**src/rtl/seq_det_ctrl.sv**
```systemverilog
// Run controller for a 4-bit Moore serial sequence detector.
// Loads config, flushes the detector, counts matches, ends on target/timeout.
module seq_det_ctrl #(
  parameter int PAT_W     = 4,
  parameter int CNT_W     = 8,
  parameter int TO_W      = 16,
  parameter int FLUSH_CYC = 2
) (
  input  logic             clk,
  input  logic             rst,
  input  logic             cfg_valid_i,
  output logic             cfg_ready_o,
  input  logic [PAT_W-1:0] cfg_pattern_i,
  input  logic [CNT_W-1:0] cfg_target_i,
  input  logic [TO_W-1:0]  cfg_timeout_i,
  input  logic             start_i,
  input  logic             abort_i,
  input  logic             bit_valid_i,
  input  logic             det_match_i,
  output logic [PAT_W-1:0] det_pattern_o,
  output logic             det_rst_o,
  output logic             det_en_o,
  output logic [CNT_W-1:0] match_cnt_o,
  output logic             busy_o,
  output logic             done_o,
  output logic             timeout_o
);

  localparam int FL_W = $clog2(FLUSH_CYC);
  localparam logic [FL_W-1:0] FL_LAST = FL_W'(FLUSH_CYC - 1);

  typedef enum logic [1:0] {IDLE, FLUSH, RUN, FIN} state_e;

  state_e           state_q, state_d;
  logic [PAT_W-1:0] pat_q, pat_d;
  logic [CNT_W-1:0] tgt_q, tgt_d;
  logic [TO_W-1:0]  lim_q, lim_d;
  logic             loaded_q, loaded_d;
  logic [FL_W-1:0]  fcnt_q, fcnt_d;
  logic [TO_W-1:0]  bcnt_q, bcnt_d;
  logic             prev_q, prev_d;
  logic [CNT_W-1:0] cnt_q, cnt_d;

  logic             rdy_q, rdy_d;
  logic [PAT_W-1:0] dpat_q, dpat_d;
  logic             drst_q, drst_d;
  logic             en_q, en_d;
  logic             busy_q, busy_d;
  logic             done_q, done_d;
  logic             tout_q, tout_d;

  logic [CNT_W-1:0] tgt_eff;
  logic [CNT_W-1:0] cnt_inc;
  logic [TO_W-1:0]  bcnt_inc;
  logic             rise;
  logic             hit_tgt;
  logic             hit_to;
  logic             cfg_fire;
  logic             fin;

  assign tgt_eff  = (tgt_q == '0) ? CNT_W'(1) : tgt_q;
  assign cnt_inc  = cnt_q + 1'b1;
  assign bcnt_inc = bcnt_q + 1'b1;
  assign rise     = det_match_i & ~prev_q;
  assign hit_tgt  = rise && (cnt_inc == tgt_eff);
  assign hit_to   = bit_valid_i && (lim_q != '0) && (bcnt_inc == lim_q);
  assign cfg_fire = cfg_valid_i && (state_q == IDLE);
  assign fin      = (state_q == RUN) && (state_d == FIN);

  always_ff @(posedge clk) begin
    if (rst) begin
      state_q  <= IDLE;
      pat_q    <= '0;
      tgt_q    <= '0;
      lim_q    <= '0;
      loaded_q <= 1'b0;
      fcnt_q   <= '0;
      bcnt_q   <= '0;
      prev_q   <= 1'b0;
      cnt_q    <= '0;
      rdy_q    <= 1'b1;
      dpat_q   <= '0;
      drst_q   <= 1'b1;
      en_q     <= 1'b0;
      busy_q   <= 1'b0;
      done_q   <= 1'b0;
      tout_q   <= 1'b0;
    end else begin
      state_q  <= state_d;
      pat_q    <= pat_d;
      tgt_q    <= tgt_d;
      lim_q    <= lim_d;
      loaded_q <= loaded_d;
      fcnt_q   <= fcnt_d;
      bcnt_q   <= bcnt_d;
      prev_q   <= prev_d;
      cnt_q    <= cnt_d;
      rdy_q    <= rdy_d;
      dpat_q   <= dpat_d;
      drst_q   <= drst_d;
      en_q     <= en_d;
      busy_q   <= busy_d;
      done_q   <= done_d;
      tout_q   <= tout_d;
    end
  end

  // abort outranks both flush completion and end-of-run events
  always_comb begin
    state_d = state_q;
    unique case (state_q)
      IDLE:  if (start_i && loaded_q) state_d = FLUSH;
      FLUSH: begin
        if (abort_i)                state_d = IDLE;
        else if (fcnt_q == FL_LAST) state_d = RUN;
      end
      RUN: begin
        if (abort_i)                state_d = IDLE;
        else if (hit_tgt || hit_to) state_d = FIN;
      end
      FIN:     state_d = IDLE;
      default: state_d = IDLE;
    endcase
  end

  always_comb begin
    pat_d    = pat_q;
    tgt_d    = tgt_q;
    lim_d    = lim_q;
    loaded_d = loaded_q;
    fcnt_d   = fcnt_q;
    bcnt_d   = bcnt_q;
    prev_d   = prev_q;
    cnt_d    = cnt_q;
    dpat_d   = dpat_q;
    if (cfg_fire) begin
      pat_d    = cfg_pattern_i;
      tgt_d    = cfg_target_i;
      lim_d    = cfg_timeout_i;
      loaded_d = 1'b1;
    end
    unique case (state_q)
      IDLE: begin
        if (state_d == FLUSH) begin
          cnt_d  = '0;
          bcnt_d = '0;
          fcnt_d = '0;
          dpat_d = pat_q;
        end
      end
      FLUSH: begin
        fcnt_d = fcnt_q + 1'b1;
        prev_d = 1'b0;
      end
      RUN: begin
        if (!abort_i) begin
          prev_d = det_match_i;
          if (rise)        cnt_d  = cnt_inc;
          if (bit_valid_i) bcnt_d = bcnt_inc;
        end
      end
      default: ;
    endcase
    rdy_d  = (state_d == IDLE);
    busy_d = (state_d == FLUSH) || (state_d == RUN);
    drst_d = (state_d != RUN);
    en_d   = (state_d == RUN);
    done_d = fin && hit_tgt;
    tout_d = fin && !hit_tgt;
  end

  assign cfg_ready_o   = rdy_q;
  assign det_pattern_o = dpat_q;
  assign det_rst_o     = drst_q;
  assign det_en_o      = en_q & bit_valid_i;
  assign match_cnt_o   = cnt_q;
  assign busy_o        = busy_q;
  assign done_o        = done_q;
  assign timeout_o     = tout_q;

endmodule

```
**config.mk**
```make
export PLATFORM = sky130hd
export DESIGN_NAME = seq_det_ctrl
export DESIGN_NICKNAME = d
export VERILOG_FILES = /design/src/rtl/seq_det_ctrl.sv
export SDC_FILE = /design/constraint.sdc
export NUM_CORES = 1
export LEC_CHECK = 0
export BUFFER_PORTS_ARGS = -buffer_cell sky130_fd_sc_hd__buf_2
export CORE_MARGIN = 2
export CORE_UTILIZATION = 40
export CTS_BUF_LIST = sky130_fd_sc_hd__clkbuf_4
export DETAILED_ROUTE_END_ITERATION = 10
export SKIP_CTS_REPAIR_TIMING = 1
export SLEW_MARGIN = 15
export SYNTH_ARGS = -nofsm -noshare
export SYNTH_HDL_FRONTEND = slang
export SYNTH_SLANG_ARGS = --single-unit
```
**constraint.sdc**
```tcl
create_clock -name clk -period 4.65 [get_ports clk]
set_clock_uncertainty 0.2 [all_clocks]
set_input_delay 0.465 -clock clk [delete_from_list [all_inputs] [get_ports clk]]
set_output_delay 0.465 -clock clk [all_outputs]
set_load 0.01 [all_outputs]
```
# Yosys cells after proc, flatten, opt, wreduce, memory -nomap -nowiden
# Index checks and enable logic that the tools add are counted.
# totals
ff_bits,67
in_bits,35
elab_cells,77
# op_classes
reduce_logical,23
bitwise_logic,3
add_sub_neg,3
n_mux,19
n_eq_ne,13
# op_table
operator,n
two-way mux 16 bit,3
two-way mux 8 bit,4
one-hot mux 16 bit (2 select lines),1
adder 16 x 1 -> 16 bit (second input constant),1
== test 16 bit,1
one-hot mux 8 bit (2 select lines),1
nonzero test 16 bit,1
two-way mux 2 bit,5
adder 8 x 1 -> 8 bit (second input constant),1
== test 2 bit (second input constant),4
== test 8 bit,1
logical AND 1 bit,8
logical NOT 8 bit,1
!= test 2 bit (second input constant),4
one-hot mux 2 bit (4 select lines),1
AND reduction 4 bit,2
AND reduction 2 bit,3
nonzero test 2 bit,3
== test 2 x 1 -> 1 bit (second input constant),2
logical NOT 2 bit,2
one-hot mux 1 bit (2 select lines),2
bitwise AND 1 bit,2
logical OR 1 bit,2
two-way mux 1 bit,2
other kinds (4),4

# Depth between registers and ports, before layout
# Gate-level depths: netlist (run 1).
# depth
depth_word,11
mapped_depth,15
mapped_depth_nobuf,14

# Worst setup path after synthesis (run 1)
# No wires, ideal clock.
# synth_timing
path_type,register to register
start,reg bcnt_q[0]
end,"reg cnt_q[0], in the netlist match_cnt_o[0]"
setup_ns,0.065
t_required_ns,4.385
slack_ns,0.564
path_stages_with_launch,14
arrival_ns,3.821
path_cell_list,dfxtp_1 > ha_1 > nand4_4 > or4_4 > a2111oi_4 > o2111ai_1 > or4_4 > a21oi_1 > ha_1 > nand2b_1 > a21oi_1 > nand2_1 > mux2_2 > nor2_1
# synth_between
elab_chain_len,10
# synth_rtl
item,line_no,rtl
from (decl),40,"logic [TO_W-1:0] bcnt_q, bcnt_d;"
from (signal assigned),95,bcnt_q <= bcnt_d;
adder 16 x 1 -> 16 bit,63,assign bcnt_inc = bcnt_q + 1'b1;
== test 16 bit,66,assign hit_to = bit_valid_i && (lim_q != '0) && (bcnt_inc == lim_q);
logical AND 1 bit,66,
logical OR 1 bit,119,else if (hit_tgt || hit_to) state_d = FIN;
two-way mux 2 bit,119,
two-way mux 2 bit,118,if (abort_i) state_d = IDLE;
one-hot mux 2 bit (4 select lines),111,unique case (state_q)
named net state_d[0],34,"state_e state_q, state_d;"
== test 2 x 1 -> 1 bit,144,if (state_d == FLUSH) begin
!= test 2 x 1 -> 1 bit (no line),--,
AND reduction 4 bit (no line),--,
to (signal assigned),97,cnt_q <= cnt_d;
to (decl),42,"logic [CNT_W-1:0] cnt_q, cnt_d;"
# The timed path passes the listed nets, and every way through them passes these cells.
# A chain may end at the register's enable or synchronous reset.

# Worst setup path in the final report (run 1)
# layout_timing
start,reg bcnt_q[0]
end,reg bcnt_q[14]
# layout_between
elab_chain_len,10
elab_cells_between_ends,13
classes_between,add/sub: 1; eq/ne: 3; mux: 6; reduce/logical: 3
# layout_rtl
item,line_no
adder 16 x 1 -> 16 bit,63
== test 16 bit,66
logical AND 1 bit,66
logical OR 1 bit,119
two-way mux 2 bit,119
two-way mux 2 bit,118
one-hot mux 2 bit (4 select lines),111
named net state_d[0],34
== test 2 x 1 -> 1 bit,144
!= test 2 x 1 -> 1 bit (no line),--
AND reduction 4 bit (no line),--
# The timed path passes the listed nets, and every way through them passes these cells. The select of a mux whose other input is x is not followed.

==> metrics.yaml, run 1 <==
cp-startpoint: "bcnt_q[0]"
worstSetupPathDepth: 14
initial_core_util: 0.416
vias: 3400
setup_tns_ns: 0
antennaDiodeCount: 0
dpl_worst_slack_ns: 0.476
cts_root_buf: "clkbuf_4"
synth_warnings: 0
grt_max_degree: 66
drcViolationCount: 0
vias_per_cell: 5.46
synth_fp_nets: 514
drt_iter0_markers: 161
power-per-cell-area_nw_per_um2: 283
synth.top_cell.area_share: 0.368
synth_common_cells: "nand2_1 (89), dfxtp_1 (67), a21oi_1 (57)"
yosysTopAreaCell: "dfxtp_1"
crit_slowest_cell: "or4_4"
finalHoldViolCount: 0
worst_slack_ns: 0.383
path_cells: "ha_1 > nand4_4 > or4_4 > a2111oi_4 > o2111ai_1 > or4_4 > a21oi_1 > ha_1 > nand2b_1 > a21oi_1 > buf_4 > o21ai_0 > a22oi_1 > nor2_1"
dieHeight_um: 99.5
gp_congestion: 0.878
worst_slew_pin_slew_ns: 0.982
yosys.cell_types.count: 59
worstPathArrival_ns: 4.36
antenna_found_initial: 0
core_sq_um: 8760
io_buffers: 52
ioPinCount: 53
die_x_um: 99.5
utilization: 0.468
fin_crit_ns: 4.27
rrSetupSlack_ns: 0.38
path_buf_inv: 1
worstSetupStartpointType: "flip-flop"
slowest_delay_ns: 0.56
cp.required_ns: 4.74
track_usage: 0.189
dp_hpwl_um: 6370
setup_viol_count_final: 0
grt_pass1_vias: 3075
netlist_instances: 473
final.fill_count: 919
regToRegStartpoint: "bcnt_q[0]"
syn_area_sq_um: 3650
dpl-instance-area_sq_um: 3960
cts_tree: "done"
htreeDepth: 3
end_kind: "flip-flop"
grt-ovfl-total: 0
rsz0062_at_grt: "no"
synth_flop_cell: "dfxtp_1"
yosysSeqAreaShare: 0.368
clockBufferDepth: 2
whs_ns: 0.0620
fin_crit_sh: 0.918
p_leak_uw: 0.00160
yosysMostFrequentCell: "nand2_1"
timing.rr.end: "bcnt_q[14]"
fin_nets: 551
wl_um: 9110
dieArea_sq_um: 9890
cpLargestDelayFamily: "simple AND/OR/NAND/NOR gates"
drive_gt1_frac: 0.175
max_cap_viol_count: 0
hold_class: "input port to flip-flop"
ys_ff_latch: 67
cts_sinks: 67
clk_latency_ns: 0.42
synth.area.top_cells: "dfxtp_1 (37%), nand2_1 (9.2%), a21oi_1 (7.8%), nor2_1 (3.7%), xnor2_1 (3.6%)"
synth_edf_count: 0
slew_headroom: 0.346
timing.fmax_mhz: 234
rows: 34
wl_per_cell_um: 14.6
synthToLayoutAreaGrowth_pct: 12.6
reg2reg_depth: 14
cts.reportedPaths.clkPinSlew_ns: 0.13
syn_area_per_cell_sq_um: 7.71
ant_nets: 0
endpoint: "bcnt_q[14]"
cts-buffers-inserted: 9
slew_viol_final: 0
grt_first_pass_wirelength_um: 15100
status: "finished clean"
async_flop_share: 0
drtPass1Iterations: 5
worstPathMaxFanout: 9
ir_worst_vdd_v: 0.000204
path_class: "flip-flop to flip-flop"
final_cell_area_sq_um: 4110
[worst min-delay path by stage]
stage	from	to	slack (ns)	depth (start not counted)
6_report	cfg_pattern_i[3]	pat_q[3]	0.06	3
5_1_grt	cfg_target_i[6]	tgt_q[6]	0.05	3
4_1_cts	cfg_pattern_i[3]	pat_q[3]	0.05	3
3_5_place_dp	pat_q[0]	pat_q[0]	0.25	2
3_3_place_gp	pat_q[0]	pat_q[0]	0.24	2
2_1_floorplan	pat_q[0]	pat_q[0]	0.24	2
[layout make-up]
class | count | area [sq um] | area share
multi-input combinational | 364 | 2140 | 0.521
sequential | 67 | 1340 | 0.327
timing repair buffer | 59 | 313 | 0.0762
tap | 108 | 135 | 0.0329
clock inverter | 7 | 76.3 | 0.0186
clock buffer | 9 | 67.6 | 0.0165
inverter | 9 | 33.8 | 0.00823
[worst reg2reg max path, cell delays in order (launching register included)]
cell and delay, ns:
dfxtp_1 0.47, ha_1 0.39, nand4_4 0.17, or4_4 0.56, a2111oi_4 0.35, o2111ai_1 0.15, or4_4 0.53, a21oi_1 0.24
ha_1 0.25, nand2b_1 0.11, a21oi_1 0.15, buf_4 0.19, o21ai_0 0.11, a22oi_1 0.22, nor2_1 0.05
[per-stage QoR]
stage / total power (uW) / cells
2_1_floorplan: 724 / 473
3_5_place_dp: 776 / 607
4_1_cts: 1170 / 623
3_3_place_gp: 773 / 607
5_1_grt: 1230 / 623
6_report: 1160 / 623
[routing by layer]
metal	up-vias	global-route usage	part of all wire
met5	-	0	0
met4	0	0.0674	0.021
met3	15	0.0302	0.050
met2	104	0.287	0.43
met1	1536	0.272	0.50
li1	1745	-	-
[flip-flops by register name (all words and copies together), names as in the netlist]
register       flops
bcnt_q            16
lim_q             16
match_cnt_o        8
tgt_q              8
det_pattern_o      4
pat_q              4
state_q            2
busy_o             1
cfg_ready_o        1
det_rst_o          1
done_o             1
en_q               1
fcnt_q             1
loaded_q           1
prev_q             1
timeout_o          1
[power by group]
group	total [uW]	switching, uW	internal, uW
Combinational	147	84.9	62.1
Clock	401	235	166
Sequential	615	20.8	594
Total	1160	341	823
[placed cells by master (no fill, tap or decap), types with 3 or more instances in the layout]
master     n
a211oi_1   6
a21o_1     5
nand3_1   12
o31ai_1    3
nor2_1    36
dfxtp_1   67
nand4_1    7
a21oi_1   57
and4_1     3
nor3_1    17
nand2_1   89
mux2i_1    4
a31oi_1    7
ha_1       6
nor2b_1    7
o21ai_0   13
buf_2     52
and2_1     4
nand2b_1   3
nor4_1     7
xnor2_1   15
inv_1      9
clkbuf_4   9
xor2_1    12
buf_4      7
and3_1     7
or2_2      3
[kinds of logic (layout without fill, tap and decap cells)]
kind of cell    Yosys count  after routing  synth area share
buf+inv                  42             84            0.0456
flops                    67             67             0.368
mux                       5              5            0.0141
simple gates            214            214             0.294
fa+ha+maj                 6              6            0.0206
xor+xnor                 27             27            0.0649
compound gates          112            112             0.193
Power figures use the tool's default switching activity.
==> run 2, diff against run 1 <==
--- a/config.mk
+++ b/config.mk
@@ -5,7 +5,7 @@
 export SDC_FILE = /design/constraint.sdc
 export NUM_CORES = 1
 export LEC_CHECK = 0
-export BUFFER_PORTS_ARGS = -buffer_cell sky130_fd_sc_hd__buf_2
+export BUFFER_PORTS_ARGS = -buffer_cell sky130_fd_sc_hd__clkbuf_2
 export CORE_MARGIN = 2
 export CORE_UTILIZATION = 40
 export CTS_BUF_LIST = sky130_fd_sc_hd__clkbuf_4
==> run 2 against run 1 <==
  * Sequential share of layout area decreased by 0.13 points
  * Combinational power about the same
  * Die area unchanged
  * Sequential cell count unchanged
  * Utilization is 0.19 points higher
  * Wire length about the same
  * Critical path type unchanged
  * Largest cell class unchanged
  * Largest power group unchanged
==> metrics.yaml, run 2 (synthesis gave the netlist of run 1 again) <==
status: "finished clean"
setup_viol_count_final: 0  # unchanged
path_buf_inv: 1  # unchanged
worstPathArrival_ns: 4.30  # -0.06 ns
rrSetupSlack_ns: 0.44  # +0.05 ns
final_cell_mix: "nand2_1 (89), dfxtp_1 (67), a21oi_1 (57)"
combPwrFrac: 0.122  # -0.004
cpLargestDelayFamily: "simple AND/OR/NAND/NOR gates"
initial_core_util: 0.416  # unchanged
antennaDiodeCount: 0  # unchanged
worstPathMaxFanout: 9  # unchanged
ant_nets: 0  # unchanged
grt_max_degree: 42  # -36%
endpoint: "bcnt_q[14]"
vias: 3387  # -0.38%
io_buffers: 52  # unchanged
synthToLayoutAreaGrowth_pct: 13.0
cp.required_ns: 4.74  # about the same
utilization: 0.470  # +0.00186
vias_per_cell: 5.44  # -0.38%
cp-startpoint: "bcnt_q[0]"
slowest_delay_ns: 0.56  # about the same
rows: 34  # unchanged
ioPinCount: 53  # unchanged
holdCritStartpoint: "cfg_timeout_i[2]"
path_class: "flip-flop to flip-flop"
dp_hpwl_um: 6430  # +0.81%
finalHoldViolCount: 0  # unchanged
slew_headroom: 0.345  # -0.000891
rsz0062_at_grt: "no"
timing.fmax_mhz: 237  # +1.3%
die_x_um: 99.5  # unchanged
cts.reportedPaths.clkPinSlew_ns: 0.13  # about the same
crit_slowest_cell: "or4_4"
fin_cells: 623  # unchanged
cts_tree: "done"
drtPass1Iterations: 4  # -1
final.fill_count: 879  # -4.4%
placedCellCount: 607  # unchanged
worstSetupStartpointType: "flip-flop"
reg2reg_depth: 14  # unchanged
worst_slew_pin_slew_ns: 0.983  # +0.00134 ns
largestRegisters: "bcnt_q: 16 flops, lim_q: 16 flops"
fin_nets: 551  # unchanged
dieHeight_um: 99.5  # unchanged
worst_slack_ns: 0.436  # +0.0528 ns
grt-ovfl-total: 0  # unchanged
p_int_uw: 873  # +6.1%
seqPwrFrac: 0.510  # -0.019
regToRegStartpoint: "bcnt_q[0]"
setup_tns_ns: 0  # unchanged
clockBufferDepth: 2  # unchanged
clkPwrFrac: 0.368  # +0.023
fin_crit_ns: 4.21  # -0.0528 ns
final_common_cell: "nand2_1"
dieArea_sq_um: 9890  # unchanged
drt_iter0_markers: 230  # +43%
max_cap_viol_count: 0  # unchanged
dpl_worst_slack_ns: 0.518  # +0.0422 ns
cts_sinks: 67  # unchanged
grt_pass1_vias: 3020  # -1.8%
cts_root_buf: "clkbuf_4"
end_kind: "flip-flop"
p_leak_uw: 0.00160  # +0.14%
switchingPower_uw: 333  # -2.5%
drive_gt1_frac: 0.173  # -0.00194
wl_per_cell_um: 14.6  # about the same
hold_class: "input port to flip-flop"
antenna_found_initial: 0  # unchanged
wl_um: 9110  # about the same
core_sq_um: 8760  # unchanged
power-per-cell-area_nw_per_um2: 292  # +3.2%
drcViolationCount: 0  # unchanged
timing.rr.end: "bcnt_q[14]"
track_usage: 0.189  # +0.000634
clk_latency_ns: 0.41  # about the same
switching_share: 0.276  # -0.0170
slew_viol_final: 0  # unchanged
htreeDepth: 3  # unchanged
path_cells: "ha_1 > nand4_4 > or4_4 > a2111oi_4 > o2111ai_1 > or4_4 > a21oi_1 > ha_1 > nand2b_1 > a21oi_1 > buf_4 > o21ai_0 > a22oi_1 > nor2_1"
gp_congestion: 0.909  # +3.5%
grt_first_pass_wirelength_um: 15100  # +0.13%
worstSetupPathDepth: 14  # unchanged
fin_crit_sh: 0.906  # -0.0114
cts-buffers-inserted: 9  # unchanged
ir_worst_vdd_v: 0.000149  # -27%
[run 2: metal layers]
metal | up-vias | share of wire | global-route usage
met5 | - | 0 | 0
met4 | 0 | 0.0096 | 0.0548
met3 | 6 | 0.056 | 0.0344
met2 | 87 | 0.43 | 0.275
met1 | 1544 | 0.50 | 0.286
li1 | 1750 | - | -
[run 2: tightest hold or removal path, stage by stage]
cell,delay (ns)
clkbuf_2,0.08
nand2_1,0.04
a21oi_1,0.05
[run 2: worst min path at each step]
stage,end,depth (start not counted)
finish,lim_q[2],3
global route,lim_q[5],3
CTS,pat_q[2],3
detailed placement,pat_q[3],2
global placement,pat_q[0],2
floorplan,pat_q[0],2
[run 2: area by class of cell]
cell class                 count  area [sq um]  share of cell area
clock inverter                 7          92.6              0.0225
sequential                    67          1340               0.325
clock buffer                   9          67.6              0.0164
tap                          108           135              0.0328
inverter                       9          33.8             0.00820
multi-input combinational    364          2140               0.519
timing repair buffer          59           313              0.0759
[run 2: metrics by stage]
step,hold slack [ns],instance area [sq um],total power (uW)
final,0.0590,4120,1210
after global routing,0.0394,4120,1260
after CTS,0.0337,4120,1220
after detailed placement,0.252,3960,775
after global placement,0.245,3960,773
after floorplan,0.236,3650,724
[run 2: power by group through the flow]
| stage | clock (uW) | sequential, uW | combinational, uW |
|---|---|---|---|
| after detailed placement | 0 | 628 | 147 |
| after global placement | 0 | 628 | 146 |
| after CTS | 457 | 615 | 148 |
| final | 444 | 615 | 146 |
| after floorplan | 0 | 622 | 103 |
| after global routing | 477 | 618 | 167 |
==> run 3, diff against run 2 <==
--- a/config.mk
+++ b/config.mk
@@ -10,6 +10,7 @@
 export CORE_UTILIZATION = 40
 export CTS_BUF_LIST = sky130_fd_sc_hd__clkbuf_4
 export DETAILED_ROUTE_END_ITERATION = 10
+export REMOVE_ABC_BUFFERS = 1
 export SKIP_CTS_REPAIR_TIMING = 1
 export SLEW_MARGIN = 15
 export SYNTH_ARGS = -nofsm -noshare
==> run 3 against run 2 <==
  * Die area unchanged
  * Combinational power is essentially flat
  * Sequential power hardly changed
  * Register-to-register slack got worse by 0.02 ns
  * Utilization is 0.17 points lower
  * Cell area decreased by 0.36%
  * Sequential cell count unchanged
  * Sequential share of layout area rose by 0.12 points
  * Critical path depth unchanged
  * Maximum frequency decreased by 0.36%
  * Final cell count is the same
  * Worst hold slack got worse by 0.026 ns
  * Critical endpoint is now match_cnt_o[2]
  * Largest cell class unchanged
==> metrics.yaml, run 3 (synthesis gave the netlist of run 1 again) <==
die_x_um: 99.5  # unchanged
antennaDiodeCount: 0  # unchanged
timing.rr.end: "match_cnt_o[2]"
cts_tree: "done"
htreeDepth: 3  # unchanged
slowest_delay_ns: 0.56  # about the same
rrSetupSlack_ns: 0.42  # -0.02 ns
fin_nets: 551  # unchanged
max_cap_viol_count: 0  # unchanged
rsz0062_at_grt: "no"
p_leak_uw: 0.00160  # -0.19%
slew_headroom: 0.307  # -0.0378
drcViolationCount: 0  # unchanged
clockBufferDepth: 2  # unchanged
rows: 34  # unchanged
fin_cells: 623  # unchanged
final_common_cell: "nand2_1"
routed.top_layer: "met4"
fin_crit_ns: 4.23  # +0.0150 ns
worstSetupStartpointType: "flip-flop"
worstPathMaxFanout: 8  # -1
crit_slowest_cell: "or4_4"
fin_crit_sh: 0.910  # +0.00323
clk_latency_ns: 0.44  # +0.03 ns
crit_path_frequent_cell: "a21oi_1"
cp.required_ns: 4.83  # +0.09 ns
vias: 3486  # +2.9%
largestRegisters: "bcnt_q: 16 flops, lim_q: 16 flops"
drt_iter0_markers: 264  # +15%
power-per-cell-area_nw_per_um2: 287  # -1.9%
track_usage: 0.204  # +0.0149
cts-buffers-inserted: 9  # unchanged
met2WireLength_um: 4260  # +7.6%
grt-ovfl-total: 0  # unchanged
drive_gt1_frac: 0.175  # +0.00194
worst_slew_pin_slew_ns: 1.04  # +0.0567 ns
final.fill_count: 887  # +0.91%
met3_length_um: 440  # -14%
path_class: "flip-flop to flip-flop"
dieHeight_um: 99.5  # unchanged
initial_core_util: 0.416  # unchanged
vias_per_cell: 5.60  # +2.9%
endpoint: "match_cnt_o[2]"
slew_viol_final: 0  # unchanged
finalHoldViolCount: 0  # unchanged
io_buffers: 52  # unchanged
end_kind: "flip-flop"
cts_root_buf: "clkbuf_4"
utilization: 0.469  # -0.00171
wl_per_cell_um: 15.4  # +5.5%
dp_hpwl_um: 6810  # +6.0%
hold_class: "input port to flip-flop"
gp_congestion: 0.940  # +3.4%
core_sq_um: 8760  # unchanged
ioPinCount: 53  # unchanged
synthToLayoutAreaGrowth_pct: 12.6
path_cells: "ha_1 > nand4_4 > or4_4 > a2111oi_4 > o2111ai_1 > or4_4 > a21oi_1 > ha_1 > nand2b_1 > a21oi_1 > nand2_1 > nor3b_1 > a21oi_1 > nor2_1"
grt_pass1_vias: 3193  # +5.7%
reg2reg_depth: 14  # unchanged
final_cell_mix: "nand2_1 (89), dfxtp_1 (67), a21oi_1 (57)"
ant_nets: 0  # unchanged
setup_tns_ns: 0  # unchanged
worstPathArrival_ns: 4.41  # +0.11 ns
met1_length_um: 4690  # +3.1%
antenna_found_initial: 0  # unchanged
wl_um: 9600  # +5.5%
timing.fmax_mhz: 236  # -0.36%
status: "finished clean"
grt_max_degree: 65  # +55%
grt_first_pass_wirelength_um: 16200  # +7.3%
regToRegStartpoint: "bcnt_q[0]"
dieArea_sq_um: 9890  # unchanged
cts_sinks: 67  # unchanged
setup_viol_count_final: 0  # unchanged
cts.reportedPaths.clkPinSlew_ns: 0.13  # about the same
drtPass1Iterations: 4  # unchanged
multi_input_area_sq_um: 2140  # unchanged
ir_worst_vdd_v: 0.000148  # -0.17%
cp-startpoint: "bcnt_q[0]"
seqCellArea_sq_um: 1340  # unchanged
placedCellCount: 607  # unchanged
## run 3: area by class of cell
| cell class | count | share of cell area |
|---|---|---|
| multi-input cells | 364 | 0.521 |
| flip-flops and latches | 67 | 0.327 |
| repair buffers | 59 | 0.0762 |
| well taps | 108 | 0.0329 |
| clock inverters | 7 | 0.0189 |
| clock buffers | 9 | 0.0165 |
| inverters | 9 | 0.00823 |
## run 3: per-stage QoR
stage / area [sq um] / power [uW] / hold WS, ns / setup slack (ns)
detailed placement: 3960 / 778 / 0.247 / 0.482
CTS: 4110 / 1190 / 0.0132 / 0.441
global route: 4110 / 1240 / 0.0224 / 0.0392
finish: 4110 / 1180 / 0.0330 / 0.420
floorplan: 3510 / 714 / 0.230 / 0.302
global placement: 3960 / 775 / 0.242 / 0.600
## run 3: how the worst min path moves through the flow
| stage | startpoint | end | slack [ns] | depth (start not counted) |
|---|---|---|---|---|
| after global placement | pat_q[0] | pat_q[0] | 0.24 | 2 |
| after detailed placement | pat_q[3] | pat_q[3] | 0.25 | 2 |
| after CTS | cfg_timeout_i[12] | lim_q[12] | 0.01 | 3 |
| after global routing | cfg_timeout_i[13] | lim_q[13] | 0.02 | 3 |
| after floorplan | pat_q[0] | pat_q[0] | 0.23 | 2 |
| final | cfg_timeout_i[13] | lim_q[13] | 0.03 | 3 |
## run 3: layer usage
metal  GRT usage  vias up
li1            -     1742
met1       0.291     1618
met2       0.303      106
met3      0.0330       20
met4      0.0927        0
met5           0        -
## run 3: power by group
part / total (uW) / leakage (uW) / internal [uW] / switching, uW
Sequential: 616 / 0.000546 / 595 / 21.8
Combinational: 149 / 0.000975 / 62.2 / 87.2
Clock: 412 / 0.0000765 / 167 / 245
## run 3: worst max-delay path, delay by kind of cell, from the launching register on
kind | cells | cell delay, ns
compound gates | 5 | 0.97
fa+ha+maj | 2 | 0.61
flops | 1 | 0.48
simple gates | 7 | 1.90
